[config.mk]
export PLATFORM = sky130hd
export DESIGN_NAME = br_resolve_pipe
export DESIGN_NICKNAME = d
export VERILOG_FILES = /design/src/rtl/br_resolve_pipe_pkg.sv /design/src/rtl/br_resolve_pipe_cmp_core.sv /design/src/rtl/br_resolve_pipe.sv
export SDC_FILE = /design/constraint.sdc
export NUM_CORES = 1
export LEC_CHECK = 0
export CORE_MARGIN = 2
export CORE_UTILIZATION = 43
export DETAILED_ROUTE_END_ITERATION = 10
export GPL_ROUTABILITY_DRIVEN = 0
export PLACE_DENSITY = 0.93
export SLEW_MARGIN = 20
export SYNTH_ARGS = -nofsm -noshare
export SYNTH_HDL_FRONTEND = slang
export SYNTH_SLANG_ARGS = --single-unit
export TNS_END_PERCENT = 100
[constraint.sdc]
create_clock -name clk -period 2.23 [get_ports clk]
set_input_delay 0.446 -clock clk [delete_from_list [all_inputs] [get_ports clk]]
set_output_delay 0.446 -clock clk [all_outputs]
set_load 0.03 [all_outputs]
[src/rtl/br_resolve_pipe_pkg.sv]
// Shared types for the branch-resolve pipeline: funct3 branch codes and the
// per-stage record that travels down the pipe.
package br_resolve_pipe_pkg;

    localparam int BR_TAG_W = 5;

    typedef enum logic [2:0] {
        F3_BEQ  = 3'b000,
        F3_BNE  = 3'b001,
        F3_BLT  = 3'b100,
        F3_BGE  = 3'b101,
        F3_BLTU = 3'b110,
        F3_BGEU = 3'b111
    } branch_funct3_e;

    typedef struct packed {
        logic                valid;
        logic                taken;
        logic                pred;
        logic                illegal;
        logic [BR_TAG_W-1:0] tag;
    } br_stage_t;

endpackage

[src/rtl/br_resolve_pipe_cmp_core.sv]
// Combinational RV32I branch-condition evaluator; funct3 010/011 are flagged
// illegal and resolve not-taken.
module cmp_core
    import br_resolve_pipe_pkg::*;
#(
    parameter int WIDTH = 32
) (
    input  logic [WIDTH-1:0] first,
    input  logic [WIDTH-1:0] second,
    input  logic [2:0]       cmpop,
    output logic             taken,
    output logic             illegal
);

    logic eq;
    logic lt_s;
    logic lt_u;

    assign eq   = (first == second);
    assign lt_s = ($signed(first) < $signed(second));
    assign lt_u = (first < second);

    always_comb begin
        taken   = 1'b0;
        illegal = 1'b0;
        case (cmpop)
            F3_BEQ:  taken = eq;
            F3_BNE:  taken = !eq;
            F3_BLT:  taken = lt_s;
            F3_BGE:  taken = !lt_s;
            F3_BLTU: taken = lt_u;
            F3_BGEU: taken = !lt_u;
            default: illegal = 1'b1;
        endcase
    end

endmodule

[src/rtl/br_resolve_pipe.sv]
// Pipelined branch resolver: compare at the accept edge, carry the result
// through STAGES registers under a global advance, count consumed branches.
module br_resolve_pipe
    import br_resolve_pipe_pkg::*;
#(
    parameter int WIDTH  = 32,
    parameter int STAGES = 1,
    parameter int TAG_W  = BR_TAG_W,
    parameter int CNT_W  = 16
) (
    input  logic             clk,
    input  logic             rst,
    input  logic             in_valid,
    output logic             in_ready,
    input  logic [WIDTH-1:0] first,
    input  logic [WIDTH-1:0] second,
    input  logic [2:0]       cmpop,
    input  logic             pred_taken,
    input  logic [TAG_W-1:0] in_tag,
    input  logic             flush,
    input  logic             clr_stats,
    output logic             out_valid,
    input  logic             out_ready,
    output logic             out_taken,
    output logic             out_mispredict,
    output logic             out_illegal,
    output logic [TAG_W-1:0] out_tag,
    output logic [CNT_W-1:0] branch_cnt,
    output logic [CNT_W-1:0] mispredict_cnt
);

    logic      cmp_taken;
    logic      cmp_illegal;
    logic      adv;
    logic      out_fire;
    br_stage_t head;
    br_stage_t tail;
    br_stage_t chain [STAGES+1];

    cmp_core #(.WIDTH(WIDTH)) u_cmp (
        .first   (first),
        .second  (second),
        .cmpop   (cmpop),
        .taken   (cmp_taken),
        .illegal (cmp_illegal)
    );

    assign adv      = !out_valid || out_ready;
    assign in_ready = adv;
    assign out_fire = out_valid && out_ready;

    always_comb begin
        head.valid   = in_valid && in_ready;
        head.taken   = cmp_taken;
        head.pred    = pred_taken;
        head.illegal = cmp_illegal;
        head.tag     = BR_TAG_W'(in_tag);
    end

    assign chain[0] = head;

    // The whole pipe moves in lockstep; a stall anywhere holds every stage.
    for (genvar g = 0; g < STAGES; g++) begin : g_stage
        br_stage_t q;

        always_ff @(posedge clk or posedge rst) begin
            if (rst) begin
                q <= '0;
            end else if (flush) begin
                q.valid <= 1'b0;
            end else if (adv) begin
                q <= chain[g];
            end
        end

        assign chain[g+1] = q;
    end

    assign tail           = chain[STAGES];
    assign out_valid      = tail.valid;
    assign out_taken      = tail.taken;
    assign out_illegal    = tail.illegal;
    assign out_mispredict = tail.illegal || (tail.taken != tail.pred);
    assign out_tag        = TAG_W'(tail.tag);

    // Counters saturate; a clear wins over a same-cycle handshake.
    always_ff @(posedge clk or posedge rst) begin
        if (rst) begin
            branch_cnt     <= '0;
            mispredict_cnt <= '0;
        end else if (clr_stats) begin
            branch_cnt     <= '0;
            mispredict_cnt <= '0;
        end else if (out_fire) begin
            if (branch_cnt != {CNT_W{1'b1}}) begin
                branch_cnt <= branch_cnt + 1'b1;
            end
            if (out_mispredict && (mispredict_cnt != {CNT_W{1'b1}})) begin
                mispredict_cnt <= mispredict_cnt + 1'b1;
            end
        end
    end

endmodule

## Word-level counts from Yosys, hierarchy flattened

Cells that the tools add are included.

| word-level totals | value |
|---|---|
| flip-flop bits (word level) | 41 |
| output and inout port bits | 42 |

| cells by class | value |
|---|---|
| $add $sub $neg | 2 |
| order comparisons | 2 |
| reductions and logical operators | 18 |
| bitwise logic cells | 1 |
| equal/unequal tests | 9 |
| mux-type cells | 10 |

Operator list:

| cell | count |
|---|---|
| $mux 16 | 6 |
| $lt 32x32->1 | 2 |
| $add 16x1->16 const B | 2 |
| $eq 32x32->1 | 1 |
| $ne 16x16->1 const B | 2 |
| $eq 3x3->1 const B | 4 |
| $mux 9 | 1 |
| $reduce_bool 2->1 | 4 |
| $pmux 1 s6 | 1 |
| $reduce_and 2->1 | 3 |
| $reduce_or 6->1 | 1 |
| $logic_not 1->1 | 4 |
| $eq 3x1->1 const B | 1 |
| $logic_and 1x1->1 | 3 |
| $logic_not 3->1 | 1 |
| $logic_or 1x1->1 | 2 |
| $mux 1 | 2 |
| $ne 1x1->1 | 1 |
| $not 1->1 | 1 |

## Longest topological paths before layout

| logic depth | value |
|---|---|
| word-level depth | 6 |
| gate-level depth with buffers | 9 |
| gate-level depth less buffers | 9 |

## Cells and area by module

A second synthesis with hierarchy kept.

| second synthesis, totals | value |
|---|---|
| cells, all modules | 340 |
| area total of the unflattened synthesis | 2990.4 µm² |

Modules (own cells, without submodules):

| module | times used | sequential area each (µm²) | cells an instance | area each (µm²) |
|---|---|---|---|---|
| br_resolve_pipe | 1 | 1026.0 | 219 | 2119.5 |
| cmp_core | 1 | 0.0 | 121 | 870.8 |

## Worst setup path before layout

OpenSTA, ideal clock, no wires.

| timing path | value |
|---|---|
| path type | input to register |
| start point | input port second[14] |
| end point | register g_stage[0].q, in the netlist out_taken |
| path buffers | 0 |
| path slack | 0.123 ns |
| library setup time | 0.077 ns |
| arrival time | 2.029 ns |
| cell stages on the path | 9 |
| cell sequence | inv_1 > ha_1 > and4_1 > and4bb_1 > nand4_1 > xor2_1 > o31a_1 > a211o_1 > a21oi_1 |

| between the ends | value |
|---|---|
| longest elaborated chain between the ends | 3 |
| elaborated cells between the ends (all ways) | 7 |
| those cells by class | order compare: 2; eq/ne: 1; mux: 1; reduce/logical: 3 |

Ends and longest elaborated chain:

| item | line | source |
|---|---|---|
| start: declaration | br_resolve_pipe.sv:16 | `input logic [WIDTH-1:0] second,` |
| $lt 32x32->1 (tied with other cells) | br_resolve_pipe_cmp_core.sv:21 | `assign lt_u = (first < second);` |
| $logic_not 1->1 (on tied branches) | br_resolve_pipe_cmp_core.sv:32, br_resolve_pipe_cmp_core.sv:28, br_resolve_pipe_cmp_core.sv:30 |  |
| $pmux 1 s6 (*) | br_resolve_pipe_cmp_core.sv:26 | `case (cmpop)` |
| end signal: assignment | br_resolve_pipe.sv:72 | `q <= chain[g];` |
| end: declaration | br_resolve_pipe.sv:64 | `br_stage_t q;` |

Every way passes the cells marked *; elsewhere a longest branch is shown, timed or not.
A chain may end at the register's enable or synchronous reset.

## Final worst setup path

| timing path | value |
|---|---|
| start point | input port first[23] |
| end point | register g_stage[0].q, in the netlist out_taken |

| between the ends | value |
|---|---|
| longest elaborated chain between the ends | 3 |
| elaborated cells between the ends (all ways) | 7 |
| those cells by class | order compare: 2; eq/ne: 1; mux: 1; reduce/logical: 3 |

Ends and longest elaborated chain:

| item | line | source |
|---|---|---|
| start: declaration | br_resolve_pipe.sv:15 | `input logic [WIDTH-1:0] first,` |
| $lt 32x32->1 (tied with other cells) | br_resolve_pipe_cmp_core.sv:21 |  |
| $logic_not 1->1 (on tied branches) | br_resolve_pipe_cmp_core.sv:32, br_resolve_pipe_cmp_core.sv:28, br_resolve_pipe_cmp_core.sv:30 |  |
| $pmux 1 s6 (*) | br_resolve_pipe_cmp_core.sv:26 |  |

Marked as above.

==> results.toml <==
[logic_synthesis]
synth.top_cells.by_count = "44 x nor2_1, 41 x dfrtp_1, 39 x inv_1, 34 x ha_1, 24 x nand2_1"
yosysUniqueCellTypes = 45
netlist_instances = 320
yosysWarningCount = 0
yosysTopAreaCell = "dfrtp_1"
synth_flop_cell = "dfrtp_1"
syn-num-nets = 433
synth_edf_count = 0
synth_area_um2 = 2874
syn_area_per_cell_um2 = 8.981
ys_seq_elements = 41
yosysTopAreaCellShare = 0.3570
ys_seq_area_frac = 0.3570
synth.most_common_cell = "nor2_1"
synthTopCellsByArea = "dfrtp_1 36%, ha_1 15%, nor2_1 5.7%"
async_reset_ff_frac = 1.000

[die]
io_pins = 121
core_area_um2 = 6422
dieWidth_um = 85.76
rows = 29
dieHeight_um = 85.76
initial_utilization = 0.4475
design.die.area_um2 = 7354

[cells_and_area]
syn2layout_area_growth_pct = 64.91
design_area_um2 = 4740
fillers = 453
diodes = 0
multiInputGateArea_um2 = 1952
nets = 574
area.sequential_um2 = 1026
final_layout_size_suffix_gt1_frac = 0.2100

[outcome]
outcome = "complete, but fails checks"
violations = "design-rule violations, negative setup slack"

[placement]
io_buffers = 120
hpwlAfterDp_mm = 6.214
pre_cts_ws_ns = -0.4853
placed_area_um2 = 4252

[clock_network]
cts.reportedPaths.clkPinSlew_ns = 0.08
clock_sinks = 41
cts_made_buffers = 5
hold_buffers = 0
htree_levels = 2
cts_tree = "yes"
cts_root_buf = "clkbuf_8"
insertion_delay_ns = 0.29
clockBufferDepth = 2

[detailed_routing]
viasPerCell = 5.338
avgRoutedWirePerCell_um = 16.39
detail-route-antenna-nets = 0
firstDrtPassIters = 9
vias = 2877
drtIter0Drc = 100
wl_mm = 8.835
remaining_drc_errors = 7

[sta]
clock_skew_ns = 0.004378
slew_headroom = 0.6604
rsz0062_at_grt = "yes"
tightest_slew_ns = 0.5094
fin_crit_sh = 1.024
whs_ns = 0.5156
fin_ws_ns = -0.05364
hold_viol = 0
period_minus_slack_ns = 2.284
setup_viol_count_final = 1
fmax_mhz = 437.9
maxSlewViolCount = 0

[grt]
antenna_found_initial = 0
grt_max_degree = 42
grt-ovfl-total = 0
grt_pass1_vias = 3044
grt_first_pass_wirelength_mm = 13.55
grt_use_total = 0.2291

[worst_hold_path]
hold_depth = 1
hold_path.class = "reg2reg"
min_to = "out_tag[1]"
worstHoldStart = "out_tag[1]"

[worst_setup_path]
critical_path.max_fanout = 2
rrSetupSlack_ns = 0.29
end_kind = "flip-flop"
crit_type = "in2reg"
r2r_start = "branch_cnt[0]"
reg2regPathDepth = 8
r2r-end = "branch_cnt[15]"
cp.required_ns = 2.41
crit_arrival_ns = 2.46
crit_start = "first[23]"
startpoint_type = "primary input"

[power_and_ir_drop]
vdd_drop_max_mv = 0.2916
power.density_nw_per_um2 = 442.2
cellLeakagePower_nw = 2.206
finalPower_w = 0.002096

[flow_run]
maxCapViolCount = 0
worst max-delay path by stage:
stage                endpoint  slack, ns  cells after the start
floorplan           out_taken       0.12                      9
global placement    out_taken      -0.42                     10
detailed placement  out_taken      -0.49                     10
CTS                 out_taken     0.0005                     10
global route        out_taken      -0.13                     10
finish              out_taken      -0.05                     10
placed cells by master (no fill, tap or decap), types with 3 or more instances in the layout:
cell | netlist | routed
nand2_2 | 1 | 3
nand3_1 | 13 | 13
o21ai_0 | 5 | 5
inv_1 | 39 | 19
dlymetal6s2s_1 | 0 | 15
nand4_1 | 9 | 9
dfrtp_1 | 41 | 41
nor2_1 | 44 | 43
nand2_1 | 24 | 22
dlygate4sd2_1 | 0 | 35
clkdlybuf4s50_1 | 0 | 69
xnor2_1 | 14 | 14
or3_1 | 3 | 3
xor2_1 | 18 | 18
clkbuf_8 | 0 | 5
mux2_2 | 6 | 6
ha_4 | 0 | 21
ha_1 | 34 | 13
a21oi_1 | 16 | 14
or2_1 | 3 | 3
buf_4 | 5 | 24
and3_1 | 4 | 4
and4_1 | 5 | 4
inv_2 | 0 | 20
layer usage:
layer / share of wire / track usage
met5: 0 / 0
met4: 0.017 / 0.06926
met3: 0.079 / 0.06352
met2: 0.54 / 0.4503
met1: 0.36 / 0.2317
registers in the layout (all words and copies together) (netlist names):
name            cells
mispredict_cnt     16
branch_cnt         16
out_taken           1
out_illegal         1
chain               1
out_tag             5
out_valid           1
kinds of logic after synthesis:
| logic type | synth area share |
|---|---|
| AOI/OAI and AO/OA | 0.08490 |
| xor gates and xnor gates | 0.09752 |
| adders and majority gates | 0.1480 |
| buffers and inverters | 0.07096 |
| DFF | 0.3570 |
| muxes | 0.03047 |
| and+or+nand+nor | 0.2111 |
final cells by class:
| cell class | count | area share |
|---|---|---|
| Multi-Input combinational cell | 230 | 0.4118 |
| Timing Repair Buffer | 144 | 0.2922 |
| Sequential cell | 41 | 0.2165 |
| Inverter | 39 | 0.03089 |
| Tap cell | 77 | 0.02033 |
| Clock buffer | 5 | 0.01452 |
| Clock inverter | 3 | 0.01373 |
power breakdown:
part	total, W	switching (W)	internal (W)
combinational	0.000610	0.000293	0.000317
sequential	0.000786	0.0000197	0.000766
clock	0.000700	0.000255	0.000445
total	0.00210	0.000568	0.00153
stage by stage:
stage	setup TNS (ns)	std cells	util
5_1_grt	-0.1331	539	0.7380
3_5_place_dp	-0.4853	524	0.6620
4_1_cts	0	535	0.7197
3_3_place_gp	-0.4194	524	0.6620
6_report	-0.05364	539	0.7380
2_1_floorplan	0	320	-
repair_timing:
item | CTS | global route
cloned | 0 | 0
endpoints found under the hold margin | 0 | 0
endpoints found under the setup margin | 1 | 3
pin swaps | 24 | 12
setup buffers | 3 | 4
resized for setup | 76 | 25
worst max-delay path: stages:
cell and delay, ns:
dlygate4sd2_1 0.26, ha_4 0.25, buf_4 0.13, a21oi_1 0.17, o21ai_1 0.10, a221o_1 0.35, a211oi_1 0.29, o21ai_1 0.16
xnor2_1 0.22, a21oi_2 0.08
(Power assumes the default switching activity.)
==> RTL edit 1, RTL diff (same flow settings) <==
`WIDTH` is set to 32 in 2 places; all go to 48.
--- a/src/rtl/br_resolve_pipe_cmp_core.sv
+++ b/src/rtl/br_resolve_pipe_cmp_core.sv
@@ -3,7 +3,7 @@
 module cmp_core
     import br_resolve_pipe_pkg::*;
 #(
-    parameter int WIDTH = 32
+    parameter int WIDTH = 48
 ) (
     input  logic [WIDTH-1:0] first,
     input  logic [WIDTH-1:0] second,
--- a/src/rtl/br_resolve_pipe.sv
+++ b/src/rtl/br_resolve_pipe.sv
@@ -3,7 +3,7 @@
 module br_resolve_pipe
     import br_resolve_pipe_pkg::*;
 #(
-    parameter int WIDTH  = 32,
+    parameter int WIDTH  = 48,
     parameter int STAGES = 1,
     parameter int TAG_W  = BR_TAG_W,
     parameter int CNT_W  = 16
Interface: changed (resized first and second); port bits go from 121 to 153. No check against the original RTL was run, so the function may have changed too.
==> RTL edit 1 against the unedited design <==
- the flow finishes with violations (negative setup slack)
- register-to-register slack is essentially flat
- setup slack lost 0.073 ns
- first-iteration DRC count shrank 3.0%
- sequential cell count is the same
- wire length grew 12%
- maximum frequency shrank 3.1%
- synthesized area grew 16%
- global-route usage is essentially flat
- design area grew 18%
- power grew 2.3%
- critical path type unchanged
==> RTL edit 1: results (changes against the unedited design) <==
Syn Nets=542 (was 433); Final Core Density=73.0% (was 73.8%); leakage=2.59 nW (was 2.21 nW); die area=0.00850 mm2 (was 0.00735 mm2); sequential area share after synthesis=30.7% (was 35.7%); clock network fraction of total power=29.1% (was 33.4%); Final WS setup=-0.127 ns (was -0.0536 ns); Slew @ Worst Pin=0.523 ns (was 0.509 ns); clkbuf count=6 (was 5); Worst EP arrival=2.59 ns (was 2.46 ns); Final Setup Violations=1 (unchanged); number of global-route vias before repair=3662 (was 3044); Plain + repair buffers=188 (was 144); fraction of synthesized area in multiplexers=2.32% (was 3.05%); leading cell types by total area after synthesis=dfrtp_1, ha_1, xor2_1, inv_1, nor2_1 (was dfrtp_1, ha_1, nor2_1, xor2_1, inv_1); Post-synth top cells=inv_1, ha_1, dfrtp_1 (was nor2_1, dfrtp_1, inv_1); Worst R2R End=branch_cnt[7]$_DFFE_PP0P_ (was branch_cnt[15]$_DFFE_PP0P_); Seq cells=41 (unchanged); placed cells=655 (was 524); Filler Cells Inserted=509 (was 453); violated checks=negative setup slack (was design-rule violations, negative setup slack); Final Non-Filler Cells=668 (was 539); Clock buf/inv share=2.15% (was 2.82%); via count=3438 (was 2877); outcome=finished, violations left (unchanged)
## RTL edit 1: critical path, delay by kind of cell
kind	cells	cell delay (ns)
adder cells (fa/ha/maj)	1	0.27
buffers and inverters	7	1.23
AND/OR/NAND/NOR	4	0.53
AO/OA/AOI/OAI	1	0.13
## RTL edit 1: what timing repair did
| item | CTS | global route |
|---|---|---|
| setup endpoints to repair | 2 | 1 |
| pin swaps | 11 | 4 |
| buffers inserted | 5 | 0 |
| hold endpoints to repair | 0 | 0 |
| gates resized for setup | 34 | 14 |
## RTL edit 1: cells by family after synthesis
kind of cell | after synthesis
multiplexers | 7
buffers and inverters | 68
AO/OA/AOI/OAI | 53
adder cells (fa/ha/maj) | 50
AND/OR/NAND/NOR | 129
flip-flops | 41
XOR/XNOR | 33
## RTL edit 1: routing by layer
layer / vias to the layer above / global-route usage (%) / routed length (um)
met1: 1607 / 23.6 / 3780
met5: - / 0 / 0
li1: 1669 / - / -
met2: 127 / 44.3 / 5260
met3: 35 / 4.44 / 482
met4: 0 / 9.95 / 410
==> RTL edit 2, RTL diff (config.mk and constraints unchanged) <==
Without the edit above. Make the reset (`rst`) synchronous in 2 clocked blocks.
--- a/src/rtl/br_resolve_pipe.sv
+++ b/src/rtl/br_resolve_pipe.sv
@@ -63,7 +63,7 @@
     for (genvar g = 0; g < STAGES; g++) begin : g_stage
         br_stage_t q;
 
-        always_ff @(posedge clk or posedge rst) begin
+        always_ff @(posedge clk) begin
             if (rst) begin
                 q <= '0;
             end else if (flush) begin
@@ -84,7 +84,7 @@
     assign out_tag        = TAG_W'(tail.tag);
 
     // Counters saturate; a clear wins over a same-cycle handshake.
-    always_ff @(posedge clk or posedge rst) begin
+    always_ff @(posedge clk) begin
         if (rst) begin
             branch_cnt     <= '0;
             mispredict_cnt <= '0;
Behaviour: differs if rst is asserted again (counterexample within 4 cycles, from zero or initial values and one cycle with rst high); with rst held inactive, the same outputs for 10 cycles.
==> RTL edit 2 against the unedited design <==
- wire length decreased by 5.2%
- synthesized area is 5.6% lower
- design area shrank 5.3%
- non-clock buffer count down 1
- die area shrank 5.3%
- setup slack gained 0.062 ns
- sequential cell count did not move
- count of clock-buffer cells in the layout is the same
- power fell by 15%
- critical path type unchanged
- critical endpoint is now out_taken$_SDFFE_PP0P_
- largest cell class unchanged
- highest routed layer unchanged
==> RTL edit 2: results (changes against the unedited design) <==
Post-synth top cells=dfxtp_1, inv_1, ha_1, nand2_1, a21oi_1 (was nor2_1, dfrtp_1, inv_1); Via density=5.31 (was 5.34); Largest stage delay, worst path=0.47 ns (was 0.35 ns); Routed WL per cell=15.1 um (was 16.4 um); min-delay src=out_tag[3]$_SDFFE_PP0P_ (was out_tag[1]$_DFFE_PP0P_); Detailed Route WL=8370 um (was 8840 um); sequential area share after synthesis=30.2% (was 35.7%); Port-buffer cells=120 (unchanged); slowest CP cell=clkdlybuf4s50_1 (was a221o_1); synth unique cells=43 (was 45); first-pass GRT wire length=12700 um (was 13600 um); Hold Path Depth=2 (was 1); cell area after placement=0.00409 mm2 (was 0.00425 mm2); post-DP HPWL=6340 um (was 6210 um); reg2reg path depth=7 (was 8); Synth Area per Inst=7.96 um2 (was 8.98 um2); largest net degree at the start of global routing=33 (was 42); Worst EP arrival=2.38 ns (was 2.46 ns); layout cell share with drive strength beyond 1=15.2% (was 21.0%); Initial DRT Pass Iterations=4 (was 9); Max IR drop VDD=0.330 mV (was 0.292 mV); worst r2r src=branch_cnt[0]$_SDFFE_PP0P_ (was branch_cnt[0]$_DFFE_PP0P_); Worst Clk Skew=0.0122 ns (was 0.00438 ns); Async SR Flop Fraction=0% (was 100%); Filler Cells Inserted=455 (was 453); leakage=1.85 nW (was 2.21 nW); outcome=finished clean (was finished, violations left); Place WS=-0.378 ns (was -0.485 ns); leading cell types by total area after synthesis=dfxtp_1, ha_1, a21oi_1, inv_1, xnor2_1 (was dfrtp_1, ha_1, nor2_1, xor2_1, inv_1); Total GRT Usage=22.1% (was 22.9%); Slew @ Worst Pin=0.592 ns (was 0.509 ns); final hold slack=0.455 ns (was 0.516 ns); Worst R2R End=branch_cnt[4]$_SDFFE_PP0P_ (was branch_cnt[15]$_DFFE_PP0P_); reg-to-reg slack, setup=0.24 ns (was 0.29 ns); First DRT Iteration DRCs=71 (was 100); clk root buf=clkbuf_8 (unchanged); number of global-route vias before repair=2932 (was 3044); Syn Nets=454 (was 433); Layout Nets=592 (was 574); hold-critical path endpoint=out_tag[3]$_SDFFE_PP0P_ (was out_tag[1]$_DFFE_PP0P_)
RTL edit 2: final cells by class:
class | count | area, um2 | area share, %
repair buffers | 143 | 1400 | 31.1
flip-flops and latches | 41 | 821 | 18.3
inverters | 38 | 143 | 3.18
multi-input cells | 250 | 1930 | 43.0
well taps | 75 | 93.8 | 2.09
clock buffers | 5 | 68.8 | 1.53
clock inverters | 2 | 35.0 | 0.781
RTL edit 2: worst max-delay path by stage:
stage	to	cells past startpoint	slack, ns	start
after global placement	out_taken$_SDFFE_PP0P_	9	-0.31	second[11]
after detailed placement	out_taken$_SDFFE_PP0P_	10	-0.38	second[23]
after global routing	out_taken$_SDFFE_PP0P_	9	-0.07	first[11]
after floorplan	mispredict_cnt[14]$_SDFFE_PP0P_	5	0.17	mispredict_cnt[4]$_SDFFE_PP0P_
final	out_taken$_SDFFE_PP0P_	9	0.008	first[11]
after CTS	out_taken$_SDFFE_PP0P_	10	0.002	second[27]
RTL edit 2: repair_timing:
item                                    in CTS  in global routing
buffers inserted                             2                  2
gates resized for setup                     13                 46
endpoints found under the setup margin       1                  2
pin swaps                                   13                 11
RTL edit 2: worst max-delay path, delay by kind of cell:
| kind | cells | cell delay [ns] |
|---|---|---|
| adders and majority gates | 1 | 0.23 |
| buffers and inverters | 2 | 0.62 |
| and+or+nand+nor | 1 | 0.19 |
| muxes | 1 | 0.21 |
| AOI/OAI and AO/OA | 4 | 0.70 |
RTL edit 2: power breakdown:
part / total, mW / internal [mW] / switching [mW]
sequential: 0.749 / 0.742 / 0.00751
clock: 0.569 / 0.325 / 0.243
combinational: 0.471 / 0.267 / 0.204
total: 1.79 / 1.33 / 0.455
RTL edit 2: cells by family (layout without fill, tap and decap cells):
| kind of cell | count (synthesis) | in the layout | share of synthesized area, % |
|---|---|---|---|
| fa+ha+maj | 34 | 34 | 15.7 |
| flops | 41 | 41 | 30.2 |
| compound gates | 60 | 60 | 13.0 |
| mux | 2 | 2 | 0.738 |
| simple gates | 128 | 128 | 24.4 |
| xor+xnor | 26 | 26 | 8.39 |
| buf+inv | 50 | 188 | 7.61 |
RTL edit 2: metal layers:
layer / share of wire, % / vias up / wire (um) / track usage (%)
li1: - / 1455 / - / -
met1: 37 / 1372 / 3130 / 22.1
met2: 55 / 92 / 4610 / 43.5
met3: 4.0 / 25 / 334 / 3.48
met4: 3.5 / 0 / 293 / 11.3
met5: 0 / - / 0 / 0
